## config.mk

```make
export PLATFORM = sky130hd
export DESIGN_NAME = sap_controller
export DESIGN_NICKNAME = d
export VERILOG_FILES = /design/src/rtl/sap_controller.sv
export SDC_FILE = /design/constraint.sdc
export NUM_CORES = 1
export LEC_CHECK = 0
export CAP_MARGIN = 20
export CORE_AREA = 2 2 44 46
export CTS_CLUSTER_DIAMETER = 100
export DETAILED_ROUTE_END_ITERATION = 12
export DIE_AREA = 0 0 46 48
export DONT_BUFFER_PORTS = 1
export HOLD_SLACK_MARGIN = 0.06
export MAX_ROUTING_LAYER = met4
export PLACE_DENSITY = 0.48
export SYNTH_ARGS = -nofsm -noshare
export SYNTH_HDL_FRONTEND = slang
export SYNTH_SLANG_ARGS = --single-unit
```

## constraint.sdc

```tcl
create_clock -name clk -period 1.9 [get_ports clk]
set_input_delay 0.38 -clock clk [delete_from_list [all_inputs] [get_ports clk]]
set_output_delay 0.38 -clock clk [all_outputs]
set_load 0.01 [all_outputs]
```

## src/rtl/sap_controller.sv

```systemverilog
// SAP controller/sequencer: one-hot T1..T6 ring with a sticky halt.
// Every datapath strobe is decoded combinationally from (tstate, opcode).
module sap_controller #(
   parameter logic [3:0] OPC_LDA = 4'h0,
   parameter logic [3:0] OPC_ADD = 4'h1,
   parameter logic [3:0] OPC_SUB = 4'h2,
   parameter logic [3:0] OPC_OUT = 4'hE,
   parameter logic [3:0] OPC_HLT = 4'hF
) (
   input  logic       clk,
   input  logic       rst_n,
   input  logic       run,
   input  logic [3:0] opcode,
   output logic [5:0] tstate,
   output logic       halted,
   output logic       pc_inc,
   output logic       pc_en,
   output logic       mar_load,
   output logic       ram_en,
   output logic       ir_load,
   output logic       ir_en,
   output logic       a_load,
   output logic       a_en,
   output logic       alu_sub,
   output logic       alu_en,
   output logic       b_load,
   output logic       out_load
);

   typedef enum logic [5:0] {
      T_HALT = 6'b000000,
      T1     = 6'b000001,
      T2     = 6'b000010,
      T3     = 6'b000100,
      T4     = 6'b001000,
      T5     = 6'b010000,
      T6     = 6'b100000
   } tstate_t;

   tstate_t state_reg, state_next;
   logic    halted_reg, halted_next;
   logic    active;

   always_ff @(posedge clk or negedge rst_n) begin
      if (!rst_n) begin
         state_reg  <= T1;
         halted_reg <= 1'b0;
      end else begin
         state_reg  <= state_next;
         halted_reg <= halted_next;
      end
   end

   always_comb begin
      state_next  = state_reg;
      halted_next = halted_reg;
      if (run && !halted_reg) begin
         if (state_reg == T4 && opcode == OPC_HLT) begin
            state_next  = T_HALT;
            halted_next = 1'b1;
         end else begin
            case (state_reg)
               T1:      state_next = T2;
               T2:      state_next = T3;
               T3:      state_next = T4;
               T4:      state_next = T5;
               T5:      state_next = T6;
               T6:      state_next = T1;
               // an all-zero ring without the halt flag cannot occur; recover to fetch
               default: state_next = T1;
            endcase
         end
      end
   end

   // Strobes are forced low during reset, pause and halt.
   assign active = rst_n & run & ~halted_reg;

   always_comb begin
      pc_inc   = 1'b0;
      pc_en    = 1'b0;
      mar_load = 1'b0;
      ram_en   = 1'b0;
      ir_load  = 1'b0;
      ir_en    = 1'b0;
      a_load   = 1'b0;
      a_en     = 1'b0;
      alu_sub  = 1'b0;
      alu_en   = 1'b0;
      b_load   = 1'b0;
      out_load = 1'b0;
      if (active) begin
         case (state_reg)
            T1: begin
               pc_en    = 1'b1;
               mar_load = 1'b1;
            end
            T2: pc_inc = 1'b1;
            T3: begin
               ram_en  = 1'b1;
               ir_load = 1'b1;
            end
            T4: begin
               if (opcode == OPC_LDA || opcode == OPC_ADD || opcode == OPC_SUB) begin
                  ir_en    = 1'b1;
                  mar_load = 1'b1;
               end else if (opcode == OPC_OUT) begin
                  a_en     = 1'b1;
                  out_load = 1'b1;
               end
            end
            T5: begin
               if (opcode == OPC_LDA) begin
                  ram_en = 1'b1;
                  a_load = 1'b1;
               end else if (opcode == OPC_ADD || opcode == OPC_SUB) begin
                  ram_en = 1'b1;
                  b_load = 1'b1;
               end
            end
            T6: begin
               if (opcode == OPC_ADD || opcode == OPC_SUB) begin
                  alu_en  = 1'b1;
                  a_load  = 1'b1;
                  alu_sub = (opcode == OPC_SUB);
               end
            end
            default: ;
         endcase
      end
   end

   assign tstate = state_reg;
   assign halted = halted_reg;

endmodule

```

==> results of run 1 <==
==> cells in the final DEF (no fill, tap or decap), types with 2 or more instances in the layout <==
cell                       netlist  routed
sky130_fd_sc_hd__nor2_1          6       3
sky130_fd_sc_hd__inv_1           3       3
sky130_fd_sc_hd__dfrtp_2         0       2
sky130_fd_sc_hd__o21ai_0         2       2
sky130_fd_sc_hd__nand3b_1        4       4
sky130_fd_sc_hd__nor2_4          0       3
sky130_fd_sc_hd__o31ai_1         3       3
sky130_fd_sc_hd__nor2b_1         2       2
sky130_fd_sc_hd__nor3_2          0       2
sky130_fd_sc_hd__nor4b_1         2       2
sky130_fd_sc_hd__buf_4           1      25
sky130_fd_sc_hd__dfrtp_1         6       4
sky130_fd_sc_hd__nor4_4          1       3
sky130_fd_sc_hd__clkbuf_4        0       3
sky130_fd_sc_hd__nand2_1         8       7
==> per-stage QoR <==
stage,hold slack [ns],instance area [um^2]
6_report,0.258,876
5_1_grt,0.278,876
4_1_cts,0.258,801
3_5_place_dp,0.0846,688
3_3_place_gp,0.0846,688
2_1_floorplan,0.0844,591
==> worst max path at each step <==
stage,startpoint,endpoint,slack [ns],depth (start not counted)
final,tstate[4],a_en,-0.16,4
after global routing,tstate[4],a_en,-0.25,4
after CTS,tstate[2],a_load,-0.16,3
after detailed placement,tstate[1],alu_sub,0.09,3
after global placement,tstate[5],a_en,0.08,4
after floorplan,tstate[0],out_load,-0.02,5
==> power by group through the flow <==
stage                     Combinational, mW  Sequential, mW  Clock (mW)
after floorplan                      0.0388           0.170           0
after global placement               0.0544           0.172           0
after detailed placement             0.0549           0.172           0
after CTS                            0.0688           0.169       0.146
after global routing                 0.0885           0.169       0.153
final                                0.0813           0.168       0.144
==> logic make-up after synthesis <==
kind of cell / count (synthesis) / synth area share (%)
buffers and inverters: 9 / 8.26
XOR/XNOR: 2 / 3.04
flip-flops: 7 / 30.7
AND/OR/NAND/NOR: 37 / 41.7
AO/OA/AOI/OAI: 13 / 16.3
==> layout make-up <==
class,count,share of cell area (%)
multi-input combinational,52,49.0
clock buffer,4,3.00
tap,17,2.43
inverter,3,1.29
sequential,7,20.4
timing repair buffer,27,23.9
==> per-layer routing <==
metal | vias to the layer above | track usage [%]
met5 | - | -
met4 | 0 | 12.0
met2 | 16 | 25.8
li1 | 301 | -
met3 | 6 | 3.40
met1 | 301 | 21.0
==> what timing repair did <==
| item | CTS | global route |
|---|---|---|
| buffers inserted | 3 | 9 |
| hold buffers | 1 | 0 |
| setup endpoints to repair | 11 | 12 |
| pin swaps | 4 | 6 |
| endpoints found under the hold margin | 7 | 0 |
| gates resized for setup | 13 | 3 |
==> worst reg2reg max path, delay by kind of cell, from the launching register on <==
family	cells	cell delay, ns
compound gates	1	0.23
simple gates	2	0.52
flops	1	0.44
buf+inv	3	0.42
==> results.md, run 1 <==
- Result of the run: finished with violations
- Failing checks: setup timing
- Met3 WL post-DR: 75 um
- Setup repair after global routing missed its margin: yes
- Dpl hpwl: 1190 um
- Number of instances in the placed design: 94
- Amount of wire on met2 after detailed routing: 809 um
- Starting Density: 34.1%
- H-tree lvl count: 1
- Synth Instances: 68
- Endpoint of the worst register-to-register path: halted
- Initial antenna violation count: 0
- Share of the clock period used by the worst path after layout: 108%
- Dominant cells by area after synthesis: sky130_fd_sc_hd__dfrtp_1, sky130_fd_sc_hd__nand2_1, sky130_fd_sc_hd__nand3b_1
- Type of the most critical hold path: in2reg
- DRC errors left: 0
- Crit path buf inv count: 1
- Post-Route Utilization: 51.9%
- Max reg flops: 6
- Mean post-synth cell area: 8.46 um^2
- Setup TNS Final: -0.970 ns
- Power Density: 449 nW/um^2
- Y dimension of the die: 48 um
- Synthesized netlist net count: 75
- Crit end category: output port
- Relative contribution of the clock network to total power: 36.6%
- TritonCTS Sinks: 7
- Max Slew Vio Count: 0
- Core footprint: 1690 um^2
- Internal power: 0.279 mW
- Synth unique cells: 37
- Hold violation total from the final report: 0
- Total of flip-flops plus latches after synthesis: 7
- TritonCTS clock tree: yes
- Die area: 2210 um^2
- Root buffer cell: sky130_fd_sc_hd__clkbuf_4
- Top cells by instance count after synthesis: sky130_fd_sc_hd__nand2_1, sky130_fd_sc_hd__dfrtp_1, sky130_fd_sc_hd__nor2_1, sky130_fd_sc_hd__nand3b_1
- Startpoint types: register
- Total wirelength of the detailed-routed design: 1690 um
- Required arrival time at the worst endpoint: 1.52 ns
- Number of search-and-repair iterations in the first detailed-routing pass: 4
- Worst-case clock skew: 0.00162 ns
- Violation count after the first detailed-routing iteration: 8
- Critical-path cell with the highest stage delay: sky130_fd_sc_hd__dfrtp_2
- Number of enable-type register cells in the synthesized netlist: 0
- Fraction of power spent switching nets: 28.9%
- Max-cap violations: 0
- Pre-CTS setup slack: 0.0854 ns
- Vias in the first global route: 555
- Netlist area before placement: 576 um^2
- Skew-Pair Late Insertion Delay: 0.26 ns
- Pin count of the biggest net entering global routing: 13
- Area growth from synthesis to layout: 52.2%
- Library cell with the largest summed area after synthesis: sky130_fd_sc_hd__dfrtp_1
- Final std cells w/o fill: 110
- IR Drop Worst-Case VDD: 0.000310 V
- Top routing layer in use: met4
- Clock transition at path regs: 0.06 ns
- Routability congestion estimate: 0.746
- Launch point of the worst hold path: opcode[0]
- Hold worst-path end: halted
- Cell mode on critical path: sky130_fd_sc_hd__nor4_4
- Post-route setup slack: -0.161 ns
- Worst hold path stage count: 2
- Most numerous cell in the Yosys netlist: sky130_fd_sc_hd__nand2_1
- Area of the multi-input gates: 429 um^2
- Worst path max stage delay: 0.44 ns
- Total number of yosys warnings: 0
- Overall Power: 0.393 mW
- Sequential element share of the synthesized area: 30.7%
- Leakage power: 0.334 nW
- Wire length of the first global-routing pass: 2480 um
- Actual transition at the worst max-transition pin: 0.427 ns
- Combinational share of power: 20.7%
- Antenna fix cells: 0
- Clock buffer depth: 2
- Horizontal die dimension: 46 um
- Total GRT Usage: 17.4%
- Reg2Reg Setup Slack: 0.19 ns
- Critical path's top delay family: simple AND/OR/NAND/NOR gates
- Critical path type: reg2out
- Avg Vias per Cell: 5.67
- Cells on worst reg2reg path: 6
- Post-Route M1 WL: 764 um
- Achievable Freq: 485 MHz
- Sequential cell fraction of total power: 42.8%
- Net total in the final layout: 101
- Share of final-layout standard cells stronger than drive strength 1: 50.5%
- Chain of cells forming the critical path: nor4_4 -> nand3b_1 -> nor4_4 -> buf_4
- Number of vias after detailed routing: 624
- Gr ovfl total: 0
- Ys flop type: sky130_fd_sc_hd__dfrtp_1
- Minimum period implied by the final worst setup slack: 2.06 ns
- Worst flop-to-flop path startpoint: tstate[4]
- Register Area: 179 um^2
- Net switching power figure: 0.114 mW
- Port-buffer cells: 0
- Post-detailed-route wirelength per cell: 15.4 um
- Final setup violating endpoints: 9
- Synth top area share: 26.1%
- I/O pin cnt: 26
- DRT antenna net count: 0
- Floorplan row count: 15
- Peak fanout along the critical path: 5
- Worst slew slack as a fraction of its limit: 71.5%
- Filler Cell Count: 172
- Number of clock buffers inserted by TritonCTS: 3
- Critical path arrival: 1.68 ns
- Async set-reset flop share out of synthesis: 100%
Note: power is estimated with default switching activity, not from simulation.
==> run 2, diff against run 1 <==
CORE_AREA = 2 2 39 41   (was 2 2 44 46)
DIE_AREA = 0 0 41 43   (was 0 0 46 48)
PLACE_DENSITY = 0.59   (was 0.48)
REMOVE_ABC_BUFFERS = 1   (was not set)
==> run 2 against run 1 <==
The run still ends with setup timing left. Sequential cell count is the same. Power up 1.2%. Global-route usage grew 5.9 points. Critical path depth fell by 1. Worst hold slack improved by 0.00092 ns. Utilization up 11 points. Via count shrank 0.96%. Maximum frequency down 2.1%. Die area fell by 20%.
==> results.md, run 2 (synthesized netlist as in run 1, its figures left out) <==
- Horizontal die dimension: 41 um
- Number of search-and-repair iterations in the first detailed-routing pass: 4
- Avg Vias per Cell: 5.89
- IR Drop Worst-Case VDD: 0.000327 V
- Share of the clock period used by the worst path after layout: 111%
- Crit path buf inv count: 0
- Routability congestion estimate: 0.757
- Net total in the final layout: 97
- Most common cell after layout, fill and taps aside: sky130_fd_sc_hd__buf_4
- Sequential cell fraction of total power: 43.0%
- Root buffer cell: sky130_fd_sc_hd__clkbuf_4
- Type of the most critical hold path: in2reg
- Initial antenna violation count: 0
- Post-detailed-route wirelength per cell: 15.9 um
- Startpoint types: register
- Setup TNS Final: -0.983 ns
- DRT antenna net count: 0
- Critical path capture point: a_load
- Critical path's top delay family: simple AND/OR/NAND/NOR gates
- Post-Route Utilization: 63.2%
- Skew-Pair Late Insertion Delay: 0.26 ns
- Vias in the first global route: 616
- Total GRT Usage: 23.3%
- Y dimension of the die: 43 um
- Peak fanout along the critical path: 3
- Failing checks: setup timing
- Combinational share of power: 21.0%
- Critical path arrival: 1.72 ns
- Register Area: 181 um^2
- Gr ovfl total: 0
- Critical-path cell with the highest stage delay: sky130_fd_sc_hd__or4b_4
- Commonest cells after routing, fill and taps aside: sky130_fd_sc_hd__buf_4, sky130_fd_sc_hd__nand2_1, sky130_fd_sc_hd__nand3b_1, sky130_fd_sc_hd__dfrtp_2
- Minimum period implied by the final worst setup slack: 2.10 ns
- Power Density: 455 nW/um^2
- Antenna fix cells: 0
- Leakage power: 0.318 nW
- Port-buffer cells: 0
- Clock buffer depth: 2
- DRC errors left: 0
- Result of the run: finished with violations
- Worst flop-to-flop path startpoint: tstate[3]
- Crit end category: output port
- I/O pin cnt: 26
- Filler Cell Count: 107
- Internal power: 0.282 mW
- Area growth from synthesis to layout: 52.0%
- Required arrival time at the worst endpoint: 1.52 ns
- Endpoint of the worst register-to-register path: tstate[0]
- Reg2Reg Setup Slack: 0.34 ns
- Violation count after the first detailed-routing iteration: 9
- Clock transition at path regs: 0.05 ns
- Overall Power: 0.398 mW
- Max Slew Vio Count: 0
- Dpl hpwl: 1090 um
- TritonCTS Sinks: 7
- Worst path max stage delay: 0.56 ns
- Worst slew slack as a fraction of its limit: 71.1%
- Fraction of power spent switching nets: 29.2%
- Floorplan row count: 14
- Total wirelength of the detailed-routed design: 1670 um
- Worst-case clock skew: 0.00196 ns
- Core footprint: 1380 um^2
- Actual transition at the worst max-transition pin: 0.433 ns
- TritonCTS clock tree: yes
- Achievable Freq: 475 MHz
- Max-cap violations: 0
- Max reg flops: 6
- Share of final-layout standard cells stronger than drive strength 1: 51.7%
- Wire length of the first global-routing pass: 2580 um
- Critical path type: reg2out
- Chain of cells forming the critical path: nor4_4 -> or4b_4 -> a21oi_4
- Pin count of the biggest net entering global routing: 13
- Starting Density: 41.6%
- Die area: 1760 um^2
- Setup repair after global routing missed its margin: yes
- Number of vias after detailed routing: 618
- Worst setup path start: tstate[3]
- H-tree lvl count: 1
- Area of the multi-input gates: 449 um^2
- Relative contribution of the clock network to total power: 36.0%
- Net switching power figure: 0.116 mW
- Final setup violating endpoints: 10
- Levels on crit path: 3
- Post-route setup slack: -0.205 ns
- Number of clock buffers inserted by TritonCTS: 3
- Cells on worst reg2reg path: 5
- Hold violation total from the final report: 0
-- run 2: cell count changes in the layout (fill, tap and decap cells not counted) --
cell / delta
sky130_fd_sc_hd__buf_4: -6
sky130_fd_sc_hd__buf_6: +2
sky130_fd_sc_hd__dfrtp_1: -2
sky130_fd_sc_hd__dfrtp_2: +2
sky130_fd_sc_hd__nand2_1: +1
sky130_fd_sc_hd__nand2_2: -1
sky130_fd_sc_hd__nor2_1: -1
sky130_fd_sc_hd__nor2_2: +1
sky130_fd_sc_hd__nor3_2: -1
sky130_fd_sc_hd__nor3_4: +1
sky130_fd_sc_hd__o22ai_1: -1
sky130_fd_sc_hd__o22ai_4: +1
-- run 2: per-stage QoR --
stage               setup WS, ns  instance area, um^2  instances  hold slack (ns)
global route              -0.234                  875        105            0.269
detailed placement        0.0523                  664         92           0.0847
CTS                       -0.168                  833        104            0.256
global placement          0.0930                  664         92           0.0846
floorplan                 -0.182                  539         62           0.0844
finish                    -0.205                  875        105            0.259
-- run 2: area by class of cell --
cell class / count / area share [%]
clock buffer: 4 / 3.00
multi-input combinational: 52 / 51.4
sequential: 7 / 20.7
inverter: 3 / 1.29
tap: 16 / 2.29
timing repair buffer: 23 / 21.3
-- run 2: power by group through the flow --
stage	sequential, mW	clock (mW)	combinational [mW]
3_5_place_dp	0.173	0	0.0534
5_1_grt	0.172	0.153	0.0910
3_3_place_gp	0.172	0	0.0527
2_1_floorplan	0.178	0	0.0247
6_report	0.171	0.143	0.0835
4_1_cts	0.171	0.144	0.0779
-- run 2: routing by layer --
layer | up-vias | GRT usage, % | share of wire, %
met4 | 0 | 16.0 | 3.0
met1 | 299 | 27.2 | 44
met3 | 5 | 5.24 | 5.1
li1 | 291 | - | -
met2 | 23 | 33.8 | 48
met5 | - | - | 0
-- run 2: worst register-to-register path, stage by stage, from the launching register on --
cell and delay [ns]:
sky130_fd_sc_hd__dfrtp_2 0.43, sky130_fd_sc_hd__buf_4 0.17, sky130_fd_sc_hd__buf_4 0.15, sky130_fd_sc_hd__nor4b_1 0.29, sky130_fd_sc_hd__a211oi_1 0.10, sky130_fd_sc_hd__o32a_1 0.35
-- run 2: worst min-delay path by stage --
stage	startpoint	end	slack [ns]	cells past startpoint
after floorplan	rst_n	halted	0.08	0
after global placement	rst_n	tstate[2]	0.08	0
after detailed placement	rst_n	tstate[2]	0.08	0
after CTS	opcode[0]	halted	0.26	2
after global routing	opcode[0]	halted	0.27	2
final	opcode[0]	halted	0.26	2
-- run 2: what timing repair did --
action                                 in CTS  in global routing
resized for setup                          18                  7
setup endpoints to repair                  11                 11
pin swaps                                   9                  3
setup buffers                               7                  1
hold buffers                                1                  0
endpoints found under the hold margin       7                  0
==> run 3, diff against run 2 <==
CAP_MARGIN = not set   (was 20)
GPL_TIMING_DRIVEN = 0   (was not set)
SKIP_CTS_REPAIR_TIMING = 1   (was not set)
==> run 3 against run 2 <==
The flow still finishes with violations (setup timing). Clock-buffer cell count stayed put. Sequential cell count is the same. First-iteration DRC count up 33%. Clock power down 3%. Critical path type unchanged. Sequential power increased by 7%. Sequential share of layout area grew 3.5 points. Highest routed layer unchanged.
==> results.md, run 3 (synthesized netlist as in run 1, its figures left out) <==
- Share of the clock period used by the worst path after layout: 112%
- Pin count of the biggest net entering global routing: 13
- Result of the run: finished with violations
- Core footprint: 1380 um^2
- Post-detailed-route wirelength per cell: 17.5 um
- DRC errors left: 0
- Post-layout instance area: 758 um^2
- Final std cells w/o fill: 91
- Failing checks: setup timing
- Violation count after the first detailed-routing iteration: 12
- Routability congestion estimate: 0.743
- Post-route setup slack: -0.222 ns
- Cell mode on critical path: sky130_fd_sc_hd__nor4_4
- Net total in the final layout: 83
- Vias in the first global route: 474
- Gr ovfl total: 0
- Y dimension of the die: 43 um
- I/O pin cnt: 26
- IR Drop Worst-Case VDD: 0.000253 V
- Critical-path cell with the highest stage delay: sky130_fd_sc_hd__dfrtp_2
- Worst slew slack as a fraction of its limit: 74.0%
- Clock transition at path regs: 0.06 ns
- Minimum period implied by the final worst setup slack: 2.12 ns
- H-tree lvl count: 1
- Power Density: 483 nW/um^2
- Startpoint types: register
- Clock buffer depth: 2
- Critical path type: reg2out
- Starting Density: 41.6%
- Type of the most critical hold path: in2reg
- Max-cap violations: 0
- Area growth from synthesis to layout: 31.7%
- Horizontal die dimension: 41 um
- Cells on worst reg2reg path: 5
- Critical path arrival: 1.74 ns
- Antenna fix cells: 0
- Root buffer cell: sky130_fd_sc_hd__clkbuf_4
- Initial antenna violation count: 0
- Instance area at placement: 559 um^2
- Number of search-and-repair iterations in the first detailed-routing pass: 4
- Wire length of the first global-routing pass: 2080 um
- Worst hold path stage count: 2
- DRT antenna net count: 0
- Avg Vias per Cell: 6.24
- Setup TNS Final: -1.46 ns
- Chain of cells forming the critical path: nor4_4 -> nand3b_1 -> nor4_4
- Skew-Pair Late Insertion Delay: 0.25 ns
- Peak fanout along the critical path: 8
- Actual transition at the worst max-transition pin: 0.387 ns
- Total GRT Usage: 18.2%
- Commonest cells after routing, fill and taps aside: sky130_fd_sc_hd__nand2_1, sky130_fd_sc_hd__dfrtp_2, sky130_fd_sc_hd__buf_4
- Floorplan row count: 14
- Setup repair after global routing missed its margin: yes
- Overall Power: 0.366 mW
- Number of clock buffers inserted by TritonCTS: 3
- Share of final-layout standard cells stronger than drive strength 1: 44.0%
- Max Slew Vio Count: 0
- Most common cell after layout, fill and taps aside: sky130_fd_sc_hd__nand2_1
- Hold violation total from the final report: 0
- Required arrival time at the worst endpoint: 1.52 ns
- Crit end category: output port
- Dpl hpwl: 991 um
- Post-Route Utilization: 54.8%
- Achievable Freq: 471 MHz
- Total wirelength of the detailed-routed design: 1600 um
- Worst-case clock skew: 0.00636 ns
- Port-buffer cells: 0
- TritonCTS Sinks: 7
- Worst path max stage delay: 0.49 ns
- Final setup violating endpoints: 11
- Number of instances in the placed design: 78
- Number of vias after detailed routing: 568
- Max reg flops: 6
- Die area: 1760 um^2
- TritonCTS clock tree: yes
- Leakage power: 0.255 nW
[run 3: changes by cell type in the layout (fill, tap and decap cells not counted), sizes merged]
cell	before	now
buf	22	6
clkbuf	4	5
dlymetal6s2s	0	1
[run 3: critical path: cells and delay by family, from the launching register on]
kind / cells / cell delay (ns)
DFF: 1 / 0.49
and+or+nand+nor: 3 / 1.00
[run 3: cell type report]
type	count	area [um^2]
fillers	136	626
clock buffers	4	26.3
flip-flops and latches	7	184
repair buffers	9	72.6
multi-input cells	52	444
inverters	3	11.3
well taps	16	20.0
[run 3: final timing paths]
| path | from | slack [ns] | to |
|---|---|---|---|
| setup / recovery | tstate[4] | -0.22 | a_en |
| hold / removal | opcode[0] | 0.27 | halted |
| setup reg to reg | tstate[4] | 0.21 | halted |
| hold reg to reg | halted | 0.57 | halted |
| max in group asynchronous | rst_n | 1.13 | tstate[0] |
| min in group asynchronous | rst_n | 0.47 | tstate[5] |
[run 3: metal layers]
| layer | up-vias | track usage, % | share of wire [%] |
|---|---|---|---|
| li1 | 262 | - | - |
| met1 | 283 | 24.2 | 45 |
| met2 | 21 | 24.1 | 48 |
| met3 | 2 | 5.24 | 6.4 |
| met4 | 0 | 10.0 | 0.88 |
| met5 | - | - | 0 |
[run 3: where the power goes]
group	switching (mW)	internal [mW]	total, mW
Sequential	0.0254	0.158	0.183
Combinational	0.0221	0.0226	0.0447
Clock	0.0577	0.0804	0.138
Total	0.105	0.261	0.366
[run 3: through the flow]
stage               hold WS (ns)  setup WS, ns
floorplan                 0.0844        -0.182
global placement          0.0846        -0.347
detailed placement        0.0845        -0.371
CTS                       -0.188        -0.656
global route               0.258        -0.308
finish                     0.267        -0.222
